$ cat config.mk
export PLATFORM = sky130hd
export DESIGN_NAME = interleaver_ctrl
export DESIGN_NICKNAME = d
export VERILOG_FILES = /design/src/rtl/interleaver_ctrl.sv
export SDC_FILE = /design/constraint.sdc
export NUM_CORES = 1
export LEC_CHECK = 0
export ABC_AREA = 1
export CORE_MARGIN = 3
export CORE_UTILIZATION = 53
export CTS_BUF_LIST = sky130_fd_sc_hd__clkbuf_8
export DETAILED_ROUTE_END_ITERATION = 16
export GPL_TIMING_DRIVEN = 0
export PLACE_DENSITY_LB_ADDON = 0.15
export RECOVER_POWER = 50
export SYNTH_ARGS = -nofsm -noshare
export SYNTH_HDL_FRONTEND = slang
export SYNTH_SLANG_ARGS = --single-unit
$ cat constraint.sdc
create_clock -name clk -period 1.6 [get_ports clk]
set_clock_uncertainty 0.05 [all_clocks]
set_input_delay 0.48 -clock clk [delete_from_list [all_inputs] [get_ports clk]]
set_output_delay 0.48 -clock clk [all_outputs]
set_load 0.01 [all_outputs]
$ cat src/rtl/interleaver_ctrl.sv
// interleaver_ctrl: block-interleaver SRAM address/control generator (row-major write, column-major read)
//   clk      : system clock, rising edge
//   rst      : asynchronous active-high reset
//   en_in    : input symbol valid; symbol on SRAM DIN is written this cycle
//   in_ready : symbol may be accepted (FILL state)
//   ADDR     : SRAM address, linear index r*N_COL+c
//   NCE      : SRAM chip enable, active low
//   NWRT     : SRAM write enable, active low
//   en_out   : interleaved symbol valid on SRAM DO
//   sof_out  : pulse with the first en_out of a frame
//   ovf      : sticky, en_in seen while in_ready=0
module interleaver_ctrl #(
   parameter int N_ROW = 12,
   parameter int N_COL = 128,
   parameter int AW    = 14
) (
   input  logic          clk,
   input  logic          rst,
   input  logic          en_in,
   output logic          in_ready,
   output logic [AW-1:0] ADDR,
   output logic          NCE,
   output logic          NWRT,
   output logic          en_out,
   output logic          sof_out,
   output logic          ovf
);
   localparam int FS = N_ROW * N_COL;
   localparam int RW = N_ROW > 1 ? $clog2(N_ROW) : 1;
   localparam int CW = N_COL > 1 ? $clog2(N_COL) : 1;
   typedef enum logic {FILL, DRAIN} state_t;
   state_t        state, state_nx;
   logic [AW-1:0] wr_cnt, rd_addr;
   logic [RW-1:0] rd_row;
   logic [CW-1:0] rd_col;
   logic          last_wr, last_row, last_rd;
   assign last_wr  = en_in && wr_cnt == AW'(FS - 1);
   assign last_row = rd_row == RW'(N_ROW - 1);
   assign last_rd  = last_row && rd_col == CW'(N_COL - 1);
   always_ff @(posedge clk or posedge rst)
      if (rst) state <= FILL;
      else     state <= state_nx;
   always_comb
      state_nx = (state == FILL) ? (last_wr ? DRAIN : FILL) : (last_rd ? FILL : DRAIN);
   // Write strobes follow en_in combinationally so the symbol on DIN lands in its own cycle.
   always_comb begin
      in_ready = state == FILL;
      NCE      = in_ready ? ~en_in : 1'b0;
      NWRT     = in_ready ? ~en_in : 1'b1;
      ADDR     = in_ready ? wr_cnt : rd_addr;
   end
   always_ff @(posedge clk or posedge rst) begin
      if (rst) begin
         wr_cnt  <= '0;
         rd_addr <= '0;
         rd_row  <= '0;
         rd_col  <= '0;
         en_out  <= 1'b0;
         sof_out <= 1'b0;
         ovf     <= 1'b0;
      end else begin
         en_out  <= state == DRAIN;
         sof_out <= state == DRAIN && rd_addr == '0;
         ovf     <= ovf | (en_in & ~in_ready);
         if (state == FILL && en_in)
            wr_cnt <= last_wr ? '0 : wr_cnt + 1'b1;
         // Column-major walk: step by N_COL down a column, then restart at the next column's top.
         if (state == DRAIN) begin
            if (last_rd) begin
               rd_row  <= '0;
               rd_col  <= '0;
               rd_addr <= '0;
            end else if (!last_row) begin
               rd_row  <= rd_row + 1'b1;
               rd_addr <= rd_addr + AW'(N_COL);
            end else begin
               rd_row  <= '0;
               rd_col  <= rd_col + 1'b1;
               rd_addr <= AW'(rd_col) + 1'b1;
            end
         end
      end
   end
endmodule

==> results_dict.tcl, run 1 <==
set metrics [dict create \
    nNetsFinal 356 \
    cts_max_level 2 \
    fin_cells 398 \
    worstSetupEndpointType "output port" \
    routed_wl_mm 5.90 \
    hold_class "reg -> reg" \
    placed_area_mm2 0.00268 \
    die_h_um 72.9 \
    ys_warn_count 0 \
    setup_viol 17 \
    place_congestion 0.943 \
    worstSetupPathType "reg -> out" \
    initial_core_util_pct 57.2 \
    drive_gt1_share_pct 24.4 \
    vias 2153 \
    final_cell_mix "nand2_1 (85), dfrtp_1 (43), inv_1 (36)" \
    cp_cell_sequence "buf_6, buf_6, buf_16, o21ai_2, buf_2" \
    grt.total_usage_pct 24.8 \
    cts_root_buf "clkbuf_8" \
    worst_ep_required_time_ns 1.07 \
    min_period_over_period_pct 118 \
    finalPower_w 0.00183 \
    synth.cell_area_mm2 0.00237 \
    rsz0062_at_grt "true" \
    viasPerCell 5.41 \
    final_max_slew_viol_count 0 \
    crit_slowest_cell "dfrtp_1" \
    die_width_um 72.9 \
    max_freq_ghz 0.529 \
    p_per_area_mw_per_mm2 634 \
    period_minus_slack_ns 1.89 \
    yosysSeqAreaShare_pct 45.4 \
    antenna_found_initial 0 \
    worstPathArrival_ns 1.36 \
    final_cell_area_mm2 0.00288 \
    hold_violations 0 \
    syn-num-nets 315 \
    tritoncts "built" \
    grt_pass1_wl_mm 10.1 \
    synth_top_family_by_area "simple AND/OR/NAND/NOR gates" \
    leakage_nw 1.51 \
    insertedDiodeCount 0 \
    synth.avg_cell_area_um2 7.73 \
    dp_hpwl_mm 4.04 \
    status "complete, but fails checks" \
    setup_tns_ns -3.94 \
    cts_buffers 5 \
    die-area_mm2 0.00531 \
    grt_pass1_vias 2148 \
    crit_start "state" \
    synthToLayoutAreaGrowth_pct 21.6 \
    cp-start-kind "flip-flop" \
    drc 0 \
    wire_per_inst_um 14.8 \
    final_common_cell "nand2_1" \
    ir_drop_v 0.000396 \
    critPathMaxFanout 5 \
    clock-sinks 43 \
    synth.mux.area_fraction_pct 0 \
    clk_pin_slew_ns 0.08 \
    violations "setup timing" \
    grt_max_degree 32 \
    crit_path_frequent_cell "buf_6" \
    cap_viol_max_count 0 \
    yosys.cell_types.count 29 \
    max_stage_delay_ns 0.41 \
    cts.path.max_buffers 2 \
    maxSlewHeadroom_pct 64.8 \
    drtAntennaViolNets 0 \
    synth_xor_xnor_area_share_pct 2.95 \
    synthAdderAreaFrac_pct 2.64 \
    grt.overflow.total 0 \
    syn_inst 307 \
    fin_ws_ns -0.291 \
    synth-seq-cells 43 \
    place_inst 380 \
    hp-start "state" \
    num_rows 23 \
    clk_latency_ns 0.30 \
    io_pins 23 \
    tightest_slew_ns 0.527 \
    synth_compound_area_share_pct 7.28 \
    yosys.area_share.simple_pct 33.2 \
    core_area_mm2 0.00414 \
    r2r-start "state" \
    io_buffers 22 \
    drtIter0Drc 240 \
    detail_route.first_pass.iterations 4 \
]
## cells by family after synthesis
logic type               Yosys count
AO/OA/AOI/OAI                     34
adder cells (fa/ha/maj)            5
buffers and inverters             47
XOR/XNOR                           8
flip-flops                        43
AND/OR/NAND/NOR                  170
## synth_stat cells, drive strengths merged
library cell	number	area, µm²
a21oi	3	15.0
buf	6	47.5
clkinv	1	5.00
dfrtp	43	1080
ha	5	62.6
inv	40	150
nand2	98	398
nand3	16	85.1
nand3b	1	7.51
nand4	6	37.5
nor2	39	189
nor3	7	45.0
nor3b	1	7.51
nor4	1	12.5
o21ai	30	150
o21bai	1	7.51
or2	1	6.26
xnor2	1	8.76
xor2	7	61.3
## timing repair
item	4_1_cts	5_1_grt
endpoints found under the setup margin	21	21
pin swaps	7	3
hold buffers	0	0
setup buffers	8	2
gates resized for setup	108	11
gates cloned	2	0
## layout make-up
cell class,instances,area (µm²)
Timing Repair Buffer,35,273
Clock inverter,1,5.00
Fill cell,337,1260
Clock buffer,6,82.6
Sequential cell,43,1080
Tap cell,50,62.6
Buffer,5,56.3
Multi-Input combinational cell,217,1170
Inverter,41,158
## worst paths after layout
| path | to | slack [ns] | depth (start not counted) |
|---|---|---|---|
| max | ADDR[7] | -0.29 | 5 |
| min | en_out | 0.38 | 0 |
| max reg2reg | wr_cnt[7] | 0.07 | 10 |
| min reg2reg | en_out | 0.38 | 0 |
| max in group asynchronous | wr_cnt[12] | 0.24 | 3 |
| min in group asynchronous | rd_row[3] | 0.60 | 2 |
## metal layers
metal  track usage, %  vias up  routed length [µm]
li1                 -     1046                   -
met4             9.22        0                 110
met1             33.2     1013                2590
met2             39.0       82                2800
met5                0        -                   0
met3             5.79       12                 401
## through the flow
step | hold slack [ns] | util (%) | setup WS [ns]
after CTS | 0.372 | 68.5 | -0.273
after global placement | 0.410 | 64.1 | -0.866
after detailed placement | 0.413 | 64.6 | -0.696
after floorplan | 0.380 | - | 0.0673
final | 0.380 | 69.6 | -0.291
after global routing | 0.399 | 69.6 | -0.337
## report_power, final
part	internal, W	switching (W)
Clock	0.000339	0.000372
Sequential	0.00109	0.0000000000000000000250
Combinational	0.00000581	0.0000261
Total	0.00143	0.000398
## worst max-delay path: cells and delay by family (launching register included)
kind / cells / cell delay, ns
AOI/OAI and AO/OA: 1 / 0.11
buffers and inverters: 4 / 0.53
DFF: 1 / 0.41
## registers in the layout (all words and copies together) (netlist names)
signal / count
rd_addr: 14
wr_cnt: 14
rd_col: 7
rd_row: 4
en_out: 1
ovf: 1
sof_out: 1
state: 1
Note: power is estimated with default switching activity, not from simulation.
==> inputs of run 2 (changes only) <==
CORE_ASPECT_RATIO = 2   (was default)
==> results_dict.tcl, run 2 (synthesis results as in run 1) <==
set metrics [dict create \
    die_width_um 53.3 \
    period_minus_slack_ns 1.81 \
    wire_per_inst_um 15.0 \
    vias 2130 \
    detail_route.first_pass.iterations 4 \
    min_period_over_period_pct 113 \
    grt_max_degree 27 \
    initial_core_util_pct 56.3 \
    worstSetupEndpointType "output port" \
    hold_violations 0 \
    max_freq_ghz 0.551 \
    clock-sinks 43 \
    tightest_slew_ns 0.782 \
    grt_pass1_vias 2122 \
    place_ws_ns -0.701 \
    grt_pass1_wl_mm 9.84 \
    drc 0 \
    place_inst 382 \
    r2r-start "state" \
    worst_ep_required_time_ns 1.07 \
    setup_viol 17 \
    grt.total_usage_pct 25.0 \
    io_buffers 22 \
    critPathMaxFanout 10 \
    hp-start "ovf" \
    violations "setup timing" \
    io_pins 23 \
    grt.overflow.total 0 \
    cts_root_buf "clkbuf_8" \
    maxSlewHeadroom_pct 47.8 \
    synthToLayoutAreaGrowth_pct 22.9 \
    cap_viol_max_count 0 \
    rsz0062_at_grt "true" \
    p_per_area_mw_per_mm2 643 \
    final_util_pct 69.3 \
    viasPerCell 5.33 \
    cts_buffers 5 \
    cp-start-kind "flip-flop" \
    fin_ws_ns -0.214 \
    final_common_cell "nand2_1" \
    cts_max_level 2 \
    core_area_mm2 0.00421 \
    drtIter0Drc 50 \
    worstSetupPathType "reg -> out" \
    dp_hpwl_mm 4.42 \
    insertedDiodeCount 0 \
    num_rows 33 \
    leakage_nw 1.53 \
    ir_drop_v 0.000616 \
    die-area_mm2 0.00536 \
    cts.path.max_buffers 2 \
    hold_class "reg -> reg" \
    final_max_slew_viol_count 0 \
    worstPathArrival_ns 1.28 \
    clk_latency_ns 0.30 \
    drive_gt1_share_pct 27.0 \
    nNetsFinal 355 \
    crit_start "state" \
    timing.hold.ws_ns 0.459 \
    routed_wl_mm 5.99 \
    clk_pin_slew_ns 0.08 \
    place_congestion 0.759 \
    drtAntennaViolNets 0 \
    antenna_found_initial 0 \
    fin_cells 400 \
    tritoncts "built" \
    reg.largest.list "rd_addr: 14 flops, wr_cnt: 14 flops, rd_col: 7 flops" \
    die_h_um 101 \
    status "complete, but fails checks" \
    final_cell_mix "nand2_1 (78), dfrtp_1 (42), inv_1 (37)" \
]
run 2: changes by cell type in the layout (fill, tap and decap cells not counted), sizes merged:
cell	change
clkinv	-1
inv	+1
dlygate4sd2	-1
buf	-1
clkbuf	+1
clkdlybuf4s15	+1
run 2: metal layers:
metal  vias up  wire [µm]  track usage [%]
li1       1043          -                -
met4         0        167             10.8
met3        16        144             3.11
met5         -          0                0
met2        51       3490             47.5
met1      1020       2190             25.3
run 2: per-stage QoR:
| stage | TNS, ns | total power (W) | instance area [µm²] |
|---|---|---|---|
| after floorplan | 0 | 0.00112 | 2370 |
| after global routing | -3.62 | 0.00193 | 2920 |
| after global placement | -49.53 | 0.00114 | 2660 |
| final | -2.95 | 0.00188 | 2920 |
| after detailed placement | -12.07 | 0.00115 | 2680 |
| after CTS | -3.01 | 0.00189 | 2840 |
run 2: area by class of cell:
cell class                      count  area [µm²]
Inverter                           41         155
Clock buffer                        7        96.3
Clock inverter                      1        3.75
Buffer                              6        80.1
Fill cell                         373        1290
Timing Repair Buffer               33         258
Multi-Input combinational cell    217        1180
Sequential cell                    43        1080
Tap cell                           52        65.1
run 2: repair_timing:
| item | 4_1_cts | 5_1_grt |
|---|---|---|
| pin swaps | 2 | 5 |
| gates cloned | 0 | 0 |
| endpoints found under the setup margin | 24 | 23 |
| resized for setup | 112 | 21 |
| setup buffers | 10 | 1 |
| endpoints found under the hold margin | 0 | 0 |
| hold buffers | 0 | 0 |
run 2: final timing paths:
| path | to | slack, ns | depth (start not counted) |
|---|---|---|---|
| setup / recovery | ADDR[3] | -0.21 | 5 |
| hold / removal | ovf | 0.46 | 1 |
| setup reg to reg | wr_cnt[7] | 0.11 | 10 |
| hold reg to reg | ovf | 0.46 | 1 |
| max in group asynchronous | rd_addr[9] | 0.19 | 3 |
| min in group asynchronous | wr_cnt[5] | 0.71 | 2 |
run 2: critical path, stage by stage, from the launching register on:
cell and delay, ns:
dfrtp_2 0.43, buf_6 0.15, buf_8 0.15, nand2_2 0.07, o21ai_1 0.06, buf_2 0.14
run 2: power by group:
part	switching (W)	internal, W
sequential	0.0000000000000000000389	0.00109
clock	0.000368	0.000388
combinational	0.0000266	0.00000886
